===== src/rtl/wb_mem_reader_if.sv =====
// Wishbone memory-bus signal bundle used between the block reader (master)
// and the memory interconnect / arbiter port (slave).
interface wb_mem_reader_if;
  logic        we;
  logic        stb;
  logic        cyc;
  logic [3:0]  sel;
  logic [31:0] adr;
  logic [31:0] dat_w;
  logic [31:0] dat_r;
  logic        ack;
  logic        irq;

  modport master (
    output we, stb, cyc, sel, adr, dat_w,
    input  dat_r, ack, irq
  );

  modport slave (
    input  we, stb, cyc, sel, adr, dat_w,
    output dat_r, ack, irq
  );
endinterface


===== src/rtl/wb_mem_reader.sv =====
// Wishbone block reader: fetches a contiguous run of 32-bit words, one
// outstanding access at a time, buffers them in a small FIFO and streams them
// out over ready/valid. A per-access ack timeout aborts a hung transfer.
module wb_mem_reader #(
  parameter int COUNT_WIDTH = 24,
  parameter int FIFO_DEPTH  = 8,
  parameter int ACK_TIMEOUT = 255
) (
  input  logic                   clk,
  input  logic                   rst,
  input  logic                   i_start,
  input  logic                   i_abort,
  input  logic [31:0]            i_base_adr,
  input  logic [COUNT_WIDTH-1:0] i_count,
  output logic                   o_busy,
  output logic                   o_done,
  output logic                   o_error,
  wb_mem_reader_if.master        mem,
  output logic [31:0]            o_data,
  output logic                   o_data_valid,
  input  logic                   i_data_ready
);

  localparam int AW = $clog2(FIFO_DEPTH);
  localparam int TW = $clog2(ACK_TIMEOUT + 1);
  localparam logic [AW:0]   FIFO_FULL = (AW + 1)'(FIFO_DEPTH);
  localparam logic [TW-1:0] TMO_LAST  = TW'(ACK_TIMEOUT - 1);

  typedef enum logic [2:0] {
    S_IDLE, S_REQ, S_GAP, S_DRAIN, S_ERR, S_DONE
  } state_t;

  state_t                 state_q, state_d;
  logic [31:0]            adr_q, adr_d;
  logic [COUNT_WIDTH-1:0] rem_q, rem_d;
  logic [TW-1:0]          tmo_q, tmo_d;
  logic                   error_q, error_d;
  logic [AW-1:0]          wr_ptr_q, wr_ptr_d;
  logic [AW-1:0]          rd_ptr_q, rd_ptr_d;
  logic [AW:0]            cnt_q, cnt_d;
  logic [31:0]            fifo_mem [FIFO_DEPTH];

  logic push;
  logic pop;
  logic flush;
  logic unused_irq;

  assign unused_irq = mem.irq;

  // Next-state and datapath control for the transfer sequencer.
  always_comb begin
    // NOTE: every combinational output gets a default first so no path leaves
    // it unassigned, which would otherwise infer a latch.
    state_d = state_q;
    adr_d   = adr_q;
    rem_d   = rem_q;
    tmo_d   = '0;
    error_d = error_q;
    push    = 1'b0;
    flush   = 1'b0;

    case (state_q)
      S_IDLE: begin
        if (i_start) begin
          error_d = 1'b0;
          adr_d   = i_base_adr;
          rem_d   = i_count;
          state_d = (i_count == '0) ? S_DONE : S_REQ;
        end
      end
      S_REQ: begin
        if (mem.ack) begin
          push    = 1'b1;
          adr_d   = adr_q + 32'd1;
          rem_d   = rem_q - COUNT_WIDTH'(1);
          state_d = (rem_q == COUNT_WIDTH'(1)) ? S_DRAIN : S_GAP;
        end else if (tmo_q == TMO_LAST) begin
          state_d = S_ERR;
        end else begin
          tmo_d = tmo_q + TW'(1);
        end
      end
      S_GAP:   if (cnt_q < FIFO_FULL) state_d = S_REQ;
      S_DRAIN: if (cnt_q == '0) state_d = S_DONE;
      S_ERR: begin
        flush   = 1'b1;
        error_d = 1'b1;
        state_d = S_DONE;
      end
      S_DONE:  state_d = S_IDLE;
      default: state_d = S_IDLE;
    endcase

    // Abort wins over everything outside IDLE; a same-cycle ack is dropped.
    if (i_abort && (state_q != S_IDLE)) begin
      state_d = S_IDLE;
      push    = 1'b0;
      flush   = 1'b1;
      error_d = error_q;
    end
  end

  // FIFO pointer and occupancy update; flush empties it in one cycle.
  always_comb begin
    pop      = (cnt_q != '0) && i_data_ready;
    wr_ptr_d = wr_ptr_q;
    rd_ptr_d = rd_ptr_q;
    cnt_d    = cnt_q;
    if (flush) begin
      wr_ptr_d = '0;
      rd_ptr_d = '0;
      cnt_d    = '0;
    end else begin
      if (push) wr_ptr_d = wr_ptr_q + AW'(1);
      if (pop)  rd_ptr_d = rd_ptr_q + AW'(1);
      cnt_d = cnt_q + (AW + 1)'(push) - (AW + 1)'(pop);
    end
  end

  // Control and FIFO bookkeeping registers.
  always_ff @(posedge clk or negedge rst) begin
    // NOTE: sequential state uses non-blocking assignments so every flop
    // samples values from before the edge, independent of statement order.
    if (!rst) begin
      state_q  <= S_IDLE;
      adr_q    <= '0;
      rem_q    <= '0;
      tmo_q    <= '0;
      error_q  <= 1'b0;
      wr_ptr_q <= '0;
      rd_ptr_q <= '0;
      cnt_q    <= '0;
    end else begin
      state_q  <= state_d;
      adr_q    <= adr_d;
      rem_q    <= rem_d;
      tmo_q    <= tmo_d;
      error_q  <= error_d;
      wr_ptr_q <= wr_ptr_d;
      rd_ptr_q <= rd_ptr_d;
      cnt_q    <= cnt_d;
    end
  end

  // FIFO storage write port.
  always_ff @(posedge clk) begin
    // NOTE: the storage array is deliberately not reset; occupancy and
    // pointers are, so stale contents are never presented as valid.
    if (push) fifo_mem[wr_ptr_q] <= mem.dat_r;
  end

  assign o_busy       = (state_q == S_REQ) || (state_q == S_GAP) ||
                        (state_q == S_DRAIN) || (state_q == S_ERR);
  assign o_done       = (state_q == S_DONE);
  assign o_error      = error_q;
  assign o_data_valid = (cnt_q != '0);
  assign o_data       = o_data_valid ? fifo_mem[rd_ptr_q] : 32'd0;

  assign mem.we    = 1'b0;
  assign mem.stb   = (state_q == S_REQ);
  assign mem.cyc   = (state_q == S_REQ) || (state_q == S_GAP);
  assign mem.sel   = mem.cyc ? 4'b1111 : 4'b0000;
  assign mem.adr   = adr_q;
  assign mem.dat_w = 32'd0;

endmodule


===== src/flat_wrapper.sv =====
// flat-port wrapper written by rule: the top's interface ports become plain ports
module wb_mem_reader_flat 
#(
  parameter int COUNT_WIDTH = 24,
  parameter int FIFO_DEPTH  = 8,
  parameter int ACK_TIMEOUT = 255
)
  (clk, rst, i_start, i_abort, i_base_adr, i_count, o_busy, o_done, o_error, o_data, o_data_valid, i_data_ready, mem_we, mem_stb, mem_cyc, mem_sel, mem_adr, mem_dat_w, mem_dat_r, mem_ack, mem_irq);
  wb_mem_reader_if mem_i ();
  input  logic clk;
  input  logic rst;
  input  logic i_start;
  input  logic i_abort;
  input  logic [31:0] i_base_adr;
  input  logic [COUNT_WIDTH-1:0] i_count;
  output logic o_busy;
  output logic o_done;
  output logic o_error;
  output logic [31:0] o_data;
  output logic o_data_valid;
  input  logic i_data_ready;
  output wire logic [$bits(mem_i.we)-1:0] mem_we;
  output wire logic [$bits(mem_i.stb)-1:0] mem_stb;
  output wire logic [$bits(mem_i.cyc)-1:0] mem_cyc;
  output wire logic [$bits(mem_i.sel)-1:0] mem_sel;
  output wire logic [$bits(mem_i.adr)-1:0] mem_adr;
  output wire logic [$bits(mem_i.dat_w)-1:0] mem_dat_w;
  input wire logic [$bits(mem_i.dat_r)-1:0] mem_dat_r;
  input wire logic [$bits(mem_i.ack)-1:0] mem_ack;
  input wire logic [$bits(mem_i.irq)-1:0] mem_irq;
  assign mem_we = mem_i.we;
  assign mem_stb = mem_i.stb;
  assign mem_cyc = mem_i.cyc;
  assign mem_sel = mem_i.sel;
  assign mem_adr = mem_i.adr;
  assign mem_dat_w = mem_i.dat_w;
  assign mem_i.dat_r = mem_dat_r;
  assign mem_i.ack = mem_ack;
  assign mem_i.irq = mem_irq;
  wb_mem_reader #(.COUNT_WIDTH(COUNT_WIDTH), .FIFO_DEPTH(FIFO_DEPTH), .ACK_TIMEOUT(ACK_TIMEOUT)) u_core (.clk(clk), .rst(rst), .i_start(i_start), .i_abort(i_abort), .i_base_adr(i_base_adr), .i_count(i_count), .o_busy(o_busy), .o_done(o_done), .o_error(o_error), .mem(mem_i), .o_data(o_data), .o_data_valid(o_data_valid), .i_data_ready(i_data_ready));
endmodule

===== config.mk =====
export PLATFORM = sky130hd
export DESIGN_NAME = wb_mem_reader_flat
export DESIGN_NICKNAME = d
export VERILOG_FILES = /design/src/rtl/wb_mem_reader_if.sv /design/src/rtl/wb_mem_reader.sv /design/src/flat_wrapper.sv
export SDC_FILE = /design/constraint.sdc
export NUM_CORES = 1
export LEC_CHECK = 0
export ABC_CLOCK_PERIOD_IN_PS = 9500
export BUFFER_PORTS_ARGS = -buffer_cell sky130_fd_sc_hd__buf_4
export CAP_MARGIN = 20
export CORE_MARGIN = 10
export CORE_UTILIZATION = 62
export DETAILED_ROUTE_END_ITERATION = 8
export GPL_ROUTABILITY_DRIVEN = 0
export PLACE_DENSITY = 0.91
export SYNTH_ARGS = -nofsm -noshare
export SYNTH_HDL_FRONTEND = slang
export SYNTH_SLANG_ARGS = --single-unit

===== constraint.sdc =====
create_clock -name clk -period 9.5 [get_ports clk]
set_input_delay 0.475 -clock clk [delete_from_list [all_inputs] [get_ports clk]]
set_output_delay 0.475 -clock clk [all_outputs]
set_load 0.03 [all_outputs]

==> impl_metrics.yaml, run 1 <==
sta:
  max_freq_ghz: 0.275
  finClkSkew_ps: 16.6
  final_max_slew_viol_count: 0
  grt_setup_unrepaired: "no"
  min_period_ps: 3640
  setup_tns_ps: 0
  finalCritPeriodShare_pct: 38.3
  worstMarginPinSlew_ps: 1000
  setup_violations: 0
  worst_slack_ps: 5860
  hold_viol: 0
  slew-limit-headroom_pct: 33.1
synth:
  yosysMostFrequentCell: "edfxtp_1"
  async_flop_share_pct: 23.4
  synth_seq_cells: 334
  syn_area_per_cell_um2: 14.5
  synth.top_cell.area_share_pct: 51.8
  synth_compound_area_share_pct: 7.12
  synthFlopType: "edfxtp_1"
  yosys.area.top_type: "edfxtp_1"
  syn_inst: 1026
  synth.mux.area_fraction_pct: 12.2
  synth_area_leaders: "edfxtp_1, dfrtp_1, mux4_2"
  synth_top_family_by_area: "multiplexers"
  seq_area_frac_synth_pct: 65.0
  ys.warnings.count: 0
  synthAdderAreaFrac_pct: 1.15
  synth-edff-count: 256
  synth-xor-area-share_pct: 0.708
  synthDistinctLibCells: 67
  synth_simple_gate_area_share_pct: 9.91
  netlist_area_um2: 14800
  synthTopCellsByCount: "edfxtp_1, nor2_1, dfrtp_1, mux4_2, a21oi_1"
grt:
  grt_pass1_wl_um: 57900
  grt.overflow.total: 0
  grt_pass1_vias: 9903
  gr-usage-all-layers_pct: 24.3
  antenna_found_initial: 0
  grt_max_degree: 82
detailed_routing:
  wl_um: 37800
  ant_nets: 0
  num_vias: 9785
  drtIter0Drc: 1254
  dr.pass1.iters: 6
  viasPerCell: 6.37
  drcViolationCount: 0
  avgRoutedWirePerCell_um: 24.6
floorplanning:
  core_area_um2: 23500
  rows: 56
  io_pins: 202
  design.die.area_um2: 30500
  start_util_pct: 63.0
  fp.dieH_um: 175
  fp.dieW_um: 175
pwr:
  p_leak_nw: 6.26
  finalPower_mw: 5.36
  power_density_nw_per_um2: 308
  peakVddDrop_uv: 254
clocking:
  clockBufferDepth: 3
  clk_pin_slew_ps: 60
  clkLatencyLatePin_ps: 520
  numClockSinks: 334
  post_cts_resized: 0
  cts_inserted_buffers: 34
  cts-root-buf: "clkbuf_16"
  cts_max_level: 2
  cts_tree: "yes"
min_path:
  min_delay_path_depth: 3
  hold_path.class: "in -> reg"
final_layout:
  nets: 1300
  final_cell_area_um2: 17400
  n_antenna_cell: 0
  syn2layout_area_growth_pct: 17.2
  final_util_pct: 73.8
  drive_gt1_share_pct: 26.8
placed_design:
  io_buffers: 167
  placed_cell_area_um2: 16300
  pre_cts_ws_ps: 6250
  dp_hpwl_um: 22800
setup_path:
  r2r_cells: 4
  cp-start-kind: "flop"
  cp.arrival_ps: 3160
  crit_required_ps: 9030
  path_class: "reg -> out"
  path_max_fanout: 52
  endpoint_kind: "output pin"
outcome:
  status: "completed"
job:
  maxCapViolCount: 0
==> placed cells by master (no fill, tap or decap), types with 4 or more instances in the layout <==
master | netlist | routed
edfxtp_1 | 256 | 256
buf_4 | 38 | 187
nor2_1 | 108 | 102
dfrtp_1 | 78 | 75
mux4_2 | 64 | 64
a21oi_1 | 51 | 51
nand2_1 | 50 | 50
mux2i_1 | 36 | 36
clkbuf_16 | 0 | 34
conb_1 | 1 | 33
nand3_1 | 23 | 23
o21ai_1 | 22 | 22
nor3_1 | 22 | 20
inv_1 | 17 | 17
nand4_1 | 13 | 13
o21ai_0 | 13 | 13
and3_1 | 12 | 12
ha_1 | 12 | 12
or3_1 | 11 | 11
a31oi_1 | 10 | 10
and2_1 | 10 | 10
o22ai_1 | 9 | 9
nor4_1 | 10 | 9
clkinv_1 | 0 | 9
a2bb2oi_1 | 7 | 7
a311oi_1 | 7 | 7
o22a_1 | 7 | 7
clkinv_2 | 0 | 7
xnor2_1 | 6 | 6
xor2_1 | 6 | 6
nor2_4 | 0 | 6
nand2b_1 | 6 | 6
and4_1 | 6 | 6
a211oi_1 | 5 | 5
clkbuf_1 | 25 | 5
a22oi_1 | 4 | 4
a221o_1 | 4 | 4
==> cell families after synthesis <==
kind of cell	after synthesis
flops	334
simple gates	292
compound gates	164
buf+inv	109
mux	101
fa+ha+maj	13
xor+xnor	12
other cells	1
==> power by group <==
part,internal (mW),switching [mW]
clock,0.697,0.560
combinational,0.832,1.30
sequential,1.75,0.217
==> state kept, by name, indices dropped and copies added, names as in the netlist <==
signal,flops
u_core.fifo_mem,256
u_core.mem.adr,32
u_core.rem_q,24
u_core.tmo_q,8
u_core.cnt_q,4
u_core.rd_ptr_q,3
u_core.state_q,3
u_core.wr_ptr_q,3
u_core.o_error,1
==> final timing paths <==
path | start | endpoint | slack (ps)
max | u_core.rd_ptr_q[0]$_DFFE_PN0P_ | o_data[21] | 5860
min | i_base_adr[13] | u_core.mem.adr[13]$_DFFE_PN0P_ | 170
max reg2reg | u_core.state_q[2]$_DFFE_PN0P_ | u_core.fifo_mem[2][31]$_DFFE_PP_ | 6180
min reg2reg | u_core.tmo_q[0]$_DFF_PN0_ | u_core.tmo_q[0]$_DFF_PN0_ | 510
max in group asynchronous | rst | u_core.rd_ptr_q[0]$_DFFE_PN0P_ | 8010
min in group asynchronous | rst | u_core.mem.adr[9]$_DFFE_PN0P_ | 420
==> critical path: stages (launching register included) <==
cell and delay, ps:
dfrtp_4 620, buf_4 830, mux4_2 650, mux2i_1 230, nor2_1 80, buf_4 190
==> what timing repair did <==
action / in CTS / in global routing
endpoints found under the hold margin: 28 / 0
hold buffers: 1 / 0
buffers inserted: 0 / 0
setup endpoints to repair: 0 / 0
==> final cells by class <==
class,instances,area (um^2)
Timing Repair Buffer,188,1410
Fill cell,1384,6160
Sequential cell,334,9650
Tap cell,319,399
Clock inverter,22,171
Inverter,19,71.3
Clock buffer,39,870
Multi-Input combinational cell,615,4810
==> stage by stage <==
step	hold WS (ps)	instances
final	167	1536
after CTS	154	1536
after floorplan	179	1058
after detailed placement	420	1474
after global routing	167	1536
after global placement	422	1474
==> layer usage <==
| layer | GRT usage, % | up-vias | routed length [um] |
|---|---|---|---|
| met5 | 0 | - | 0 |
| li1 | - | 4262 | - |
| met4 | 9.29 | 0 | 1260 |
| met3 | 5.07 | 82 | 3520 |
| met1 | 29.4 | 4804 | 13100 |
| met2 | 42.0 | 637 | 19900 |
Note: power is estimated with default switching activity, not from simulation.
==> run 2: changes to the inputs <==
ABC_AREA = 1   (was unset)
ABC_CLOCK_PERIOD_IN_PS = 3500   (was 9500)
CORE_UTILIZATION = 58   (was 62)
PLACE_DENSITY = 0.86   (was 0.91)
clock period = 3.5 ns   (was 9.5 ns; I/O delays follow)
==> impl_metrics.yaml, run 2 <==
floorplanning:
  fp.dieH_um: 185
  rows: 60
  fp.dieW_um: 185
  design.die.area_um2: 34300
  io_pins: 202
  start_util_pct: 58.9
  core_area_um2: 26900
setup_path:
  path_class: "reg -> out"
  r2r_cells: 8
  path_max_fanout: 56
  crit_required_ps: 3320
  endpoint_kind: "output pin"
  cp-start-kind: "flop"
  cp.arrival_ps: 2700
  cp-startpoint: "u_core.rd_ptr_q[0]$_DFFE_PN0P_"
  rrSetupSlack_ps: 780
  r2r_start: "u_core.state_q[2]$_DFFE_PN0P_"
  r2r-end: "u_core.fifo_mem[4][29]$_DFFE_PP_"
clocking:
  numClockSinks: 334
  cts_setup_buffers: 0
  cts-root-buf: "clkbuf_16"
  post_cts_resized: 0
  clk_pin_slew_ps: 60
  cts_max_level: 2
  cts_inserted_buffers: 36
  cts_tree: "yes"
  clockBufferDepth: 3
  clkLatencyLatePin_ps: 530
detailed_routing:
  wl_met1_um: 15800
  viasPerCell: 5.81
  wl_met2_um: 20700
  top_layer: "met5"
  num_vias: 13100
  ant_nets: 0
  avgRoutedWirePerCell_um: 18.9
  wl_um: 42400
  drtIter0Drc: 1542
  dr.pass1.iters: 6
  wl_met3_um: 4530
  drcViolationCount: 0
min_path:
  hold_path.class: "in -> reg"
  worstHoldStart: "i_base_adr[18]"
  min_delay_path_depth: 5
  whs_endpoint: "u_core.mem.adr[18]$_DFFE_PN0P_"
sta:
  finClkSkew_ps: 29.0
  setup_tns_ps: 0
  min_period_ps: 2870
  whs_ps: 9.73
  finalCritPeriodShare_pct: 82.1
  hold_viol: 0
  final_max_slew_viol_count: 0
  max_freq_ghz: 0.348
  grt_setup_unrepaired: "no"
  slew-limit-headroom_pct: 30.2
  setup_violations: 0
  worstMarginPinSlew_ps: 1040
grt:
  grt_max_degree: 79
  grt_pass1_vias: 12800
  antenna_found_initial: 2
  grt_pass1_wl_um: 66600
  grt.overflow.total: 0
  gr-usage-all-layers_pct: 24.2
final_layout:
  n_fill_cell: 1764
  final_cell_area_um2: 19100
  regMostFlops: "u_core.fifo_mem"
  nets: 1985
  syn2layout_area_growth_pct: 20.6
  largest_reg_flops: 256
  mostFrequentLayoutCells: "nor2_1, nand2_1, edfxtp_1, o21ai_0, buf_4"
  final_util_pct: 71.0
  final_common_cell: "nor2_1"
  drive_gt1_share_pct: 14.1
synth:
  netlist_area_um2: 15800
  yosys.area.top_type: "edfxtp_1"
  synth_area_leaders: "edfxtp_1, dfrtp_1, nor2_1"
  seq_area_frac_synth_pct: 60.9
  synth.top_cell.area_share_pct: 48.6
  synthFlopType: "edfxtp_1"
  syn_area_per_cell_um2: 9.52
  synth-edff-count: 256
  async_flop_share_pct: 23.4
  ys.warnings.count: 0
  syn_inst: 1663
  yosysMostFrequentCell: "nor2_1"
  synthTopCellsByCount: "nor2_1, nand2_1, edfxtp_1, o21ai_0, inv_1"
  synth_seq_cells: 334
  synthDistinctLibCells: 34
pwr:
  peakVddDrop_uv: 788
  p_leak_nw: 7.67
  power_density_nw_per_um2: 855
placed_design:
  dp_hpwl_um: 25500
  placed_cell_area_um2: 17300
  io_buffers: 167
outcome:
  status: "completed"
job:
  maxCapViolCount: 0
-- run 2: worst max-delay path by stage --
stage	end	slack [ps]	cells past startpoint
after detailed placement	u_core.fifo_mem[4][27]$_DFFE_PP_	830	8
after global placement	u_core.fifo_mem[4][29]$_DFFE_PP_	890	8
final	o_data[1]	630	8
after global routing	o_data[31]	440	8
after floorplan	u_core.fifo_mem[2][0]$_DFFE_PP_	-320	7
after CTS	o_data[31]	650	8
-- run 2: where the power goes --
| group | switching (mW) | internal (mW) | total (mW) |
|---|---|---|---|
| clock | 1.53 | 2.17 | 3.70 |
| combinational | 4.86 | 2.29 | 7.15 |
| sequential | 0.654 | 4.83 | 5.48 |
-- run 2: metal layers --
metal | vias up | track usage [%]
met5 | - | 0
met4 | 2 | 9.40
met2 | 826 | 41.4
met1 | 6104 | 29.2
li1 | 5999 | -
met3 | 131 | 5.58
-- run 2: kinds of logic after synthesis --
family	Yosys count	synth area share [%]
and+or+nand+nor	743	18.8
DFF	334	60.9
AOI/OAI and AO/OA	306	10.0
buffers and inverters	222	6.51
muxes	32	2.02
adders and majority gates	13	1.07
xor gates and xnor gates	12	0.664
other	1	0.0237
-- run 2: final cells by class --
| type | instances | area (um^2) | area share [%] |
|---|---|---|---|
| antenna | 2 | 5.00 | 0.0262 |
| inverter | 112 | 420 | 2.20 |
| sequential | 334 | 9650 | 50.5 |
| tap | 341 | 427 | 2.23 |
| clock inverter | 17 | 190 | 0.996 |
| multi-input combinational | 1139 | 5350 | 28.0 |
| clock buffer | 48 | 956 | 5.01 |
| timing repair buffer | 254 | 2100 | 11.0 |
-- run 2: timing repair --
action,4_1_cts,5_1_grt
hold buffers,58,0
setup endpoints to repair,0,0
hold endpoints to repair,360,0
-- run 2: critical path: stages, from the launching register on --
cell and delay (ps):
dfrtp_4 520, buf_4 550, nor2_1 120, nor2_1 120, o21ai_0 110, o21ai_0 110
o21ai_0 90, nor2_1 290, buf_4 220
-- run 2: per-stage QoR --
step / worst slack, ps / total power, mW / std cells
floorplan: -315 / 10.2 / 1695
global placement: 887 / 12.2 / 2121
detailed placement: 828 / 12.4 / 2121
CTS: 647 / 16.2 / 2244
global route: 438 / 17.3 / 2246
finish: 625 / 16.3 / 2247
==> run 3: changes to the inputs <==
ABC_AREA = 0   (was 1)
ABC_CLOCK_PERIOD_IN_PS = 2600   (was 3500)
CORE_UTILIZATION = 52   (was 58)
PLACE_DENSITY = 0.82   (was 0.86)
clock period = 2.6 ns   (was 3.5 ns; I/O delays follow)
==> impl_metrics.yaml, run 3 (same netlist as run 1, synthesis figures left out) <==
setup_path:
  crit_required_ps: 2470
  path_max_fanout: 18
  cp-startpoint: "u_core.rd_ptr_q[0]$_DFFE_PN0P_"
  rrSetupSlack_ps: 240
  r2r_start: "u_core.state_q[0]$_DFFE_PN0P_"
  cp-start-kind: "flop"
  cp.arrival_ps: 2340
  endpoint_kind: "output pin"
  r2r_cells: 7
  path_class: "reg -> out"
  r2r-end: "u_core.rem_q[19]$_DFFE_PN0P_"
floorplanning:
  start_util_pct: 53.1
  design.die.area_um2: 35700
  fp.dieW_um: 189
  rows: 61
  fp.dieH_um: 189
  io_pins: 202
  core_area_um2: 27900
final_layout:
  drive_gt1_share_pct: 27.2
  nets: 1407
  multi_input_area_um2: 4820
  syn2layout_area_growth_pct: 25.8
  final_common_cell: "edfxtp_1"
  largest_reg_flops: 256
  mostFrequentLayoutCells: "edfxtp_1, buf_4, nor2_1, dlygate4sd3_1, dfrtp_1"
  regMostFlops: "u_core.fifo_mem"
  regArea_um2: 9650
  final_cell_area_um2: 18700
  n_fill_cell: 1805
grt:
  antenna_found_initial: 5
  grt.overflow.total: 0
  gr-usage-all-layers_pct: 20.9
  grt_pass1_vias: 10500
  grt_pass1_wl_um: 59400
  grt_max_degree: 58
clocking:
  clkLatencyLatePin_ps: 520
  cts-root-buf: "clkbuf_16"
  clk_pin_slew_ps: 60
  clockBufferDepth: 3
  cts_max_level: 2
  cts_inserted_buffers: 35
  cts_tree: "yes"
  numClockSinks: 334
placed_design:
  io_buffers: 167
  dp_hpwl_um: 23200
  placed_cell_area_um2: 16800
sta:
  final_max_slew_viol_count: 0
  whs_ps: 5.17
  finClkSkew_ps: 20.0
  finalCritPeriodShare_pct: 95.1
  hold_viol: 0
  worstMarginPinSlew_ps: 751
  grt_setup_unrepaired: "no"
  setup_violations: 0
  setup_tns_ps: 0
  min_period_ps: 2470
  slew-limit-headroom_pct: 49.9
  max_freq_ghz: 0.404
min_path:
  min_delay_path_depth: 5
  hold_path.class: "in -> reg"
  whs_endpoint: "u_core.mem.adr[26]$_DFFE_PN0P_"
  worstHoldStart: "i_base_adr[26]"
detailed_routing:
  viasPerCell: 5.98
  avgRoutedWirePerCell_um: 22.3
  wl_um: 38200
  drtIter0Drc: 1070
  ant_nets: 0
  drcViolationCount: 0
  num_vias: 10200
  dr.pass1.iters: 5
job:
  maxCapViolCount: 0
pwr:
  p_leak_nw: 6.79
  comb_power_share_pct: 41.0
  p_int_mw: 12.5
  power_density_nw_per_um2: 1080
  p_clk_share_pct: 23.6
  switching_share_pct: 37.9
  switching_power_mw: 7.66
  power_frac_seq_pct: 35.4
  peakVddDrop_uv: 783
outcome:
  status: "completed"
-- run 3: changes by cell type in the layout (fill, tap and decap cells not counted), sizes merged, moves of 23 or more --
cell   change
nand3     -56
nand2    -243
o22ai     -23
mux4      +64
inv       -96
o21ai    -186
nor2     -229
-- run 3: power by group through the flow --
stage	registers, mW	clock network (mW)	logic [mW]
global route	7.24	5.04	8.91
global placement	7.20	0	7.81
CTS	7.11	4.80	8.25
floorplan	7.47	0	5.09
finish	7.15	4.76	8.28
detailed placement	7.24	0	8.04
-- run 3: routing by layer --
layer	wire [um]	GRT usage (%)
met1	14500	25.8
met4	1340	8.12
met5	0	0
met2	19000	35.4
met3	3350	4.56
-- run 3: repair_timing --
item	CTS	global route
endpoints found under the hold margin	356	0
setup endpoints to repair	4	0
buffers inserted	3	0
hold buffers	77	0
gates resized for setup	0	0
-- run 3: worst max-delay path: stages (launching register included) --
cell     delay [ps]
dfrtp_4         550
buf_12          230
mux4_2          510
mux2i_1         260
nor2_1           70
buf_4           190
-- run 3: worst max-delay path by stage --
stage | slack, ps | to | cells past startpoint
finish | 130 | o_data[22] | 5
floorplan | -510 | u_core.fifo_mem[2][0]$_DFFE_PP_ | 5
global placement | 420 | u_core.cnt_q[3]$_DFF_PN0_ | 11
detailed placement | 340 | u_core.cnt_q[3]$_DFF_PN0_ | 11
CTS | 100 | o_data[9] | 5
global route | 30 | o_data[9] | 5
-- run 3: through the flow --
step | setup WS [ps] | power [mW] | cells | util (%)
final | 127 | 20.2 | 1708 | 66.8
after CTS | 99.2 | 20.2 | 1702 | 66.8
after global routing | 29.3 | 21.2 | 1708 | 66.8
after global placement | 423 | 15.0 | 1560 | 60.0
after detailed placement | 340 | 15.3 | 1560 | 60.0
after floorplan | -513 | 12.6 | 1058 | -
-- run 3: cell type report --
cell class	count	area share, %
antenna	6	0.0805
clock buffer	46	5.08
clock inverter	16	0.791
inverter	19	0.382
multi-input combinational	615	25.9
sequential	334	51.7
tap	378	2.53
timing repair buffer	294	13.6
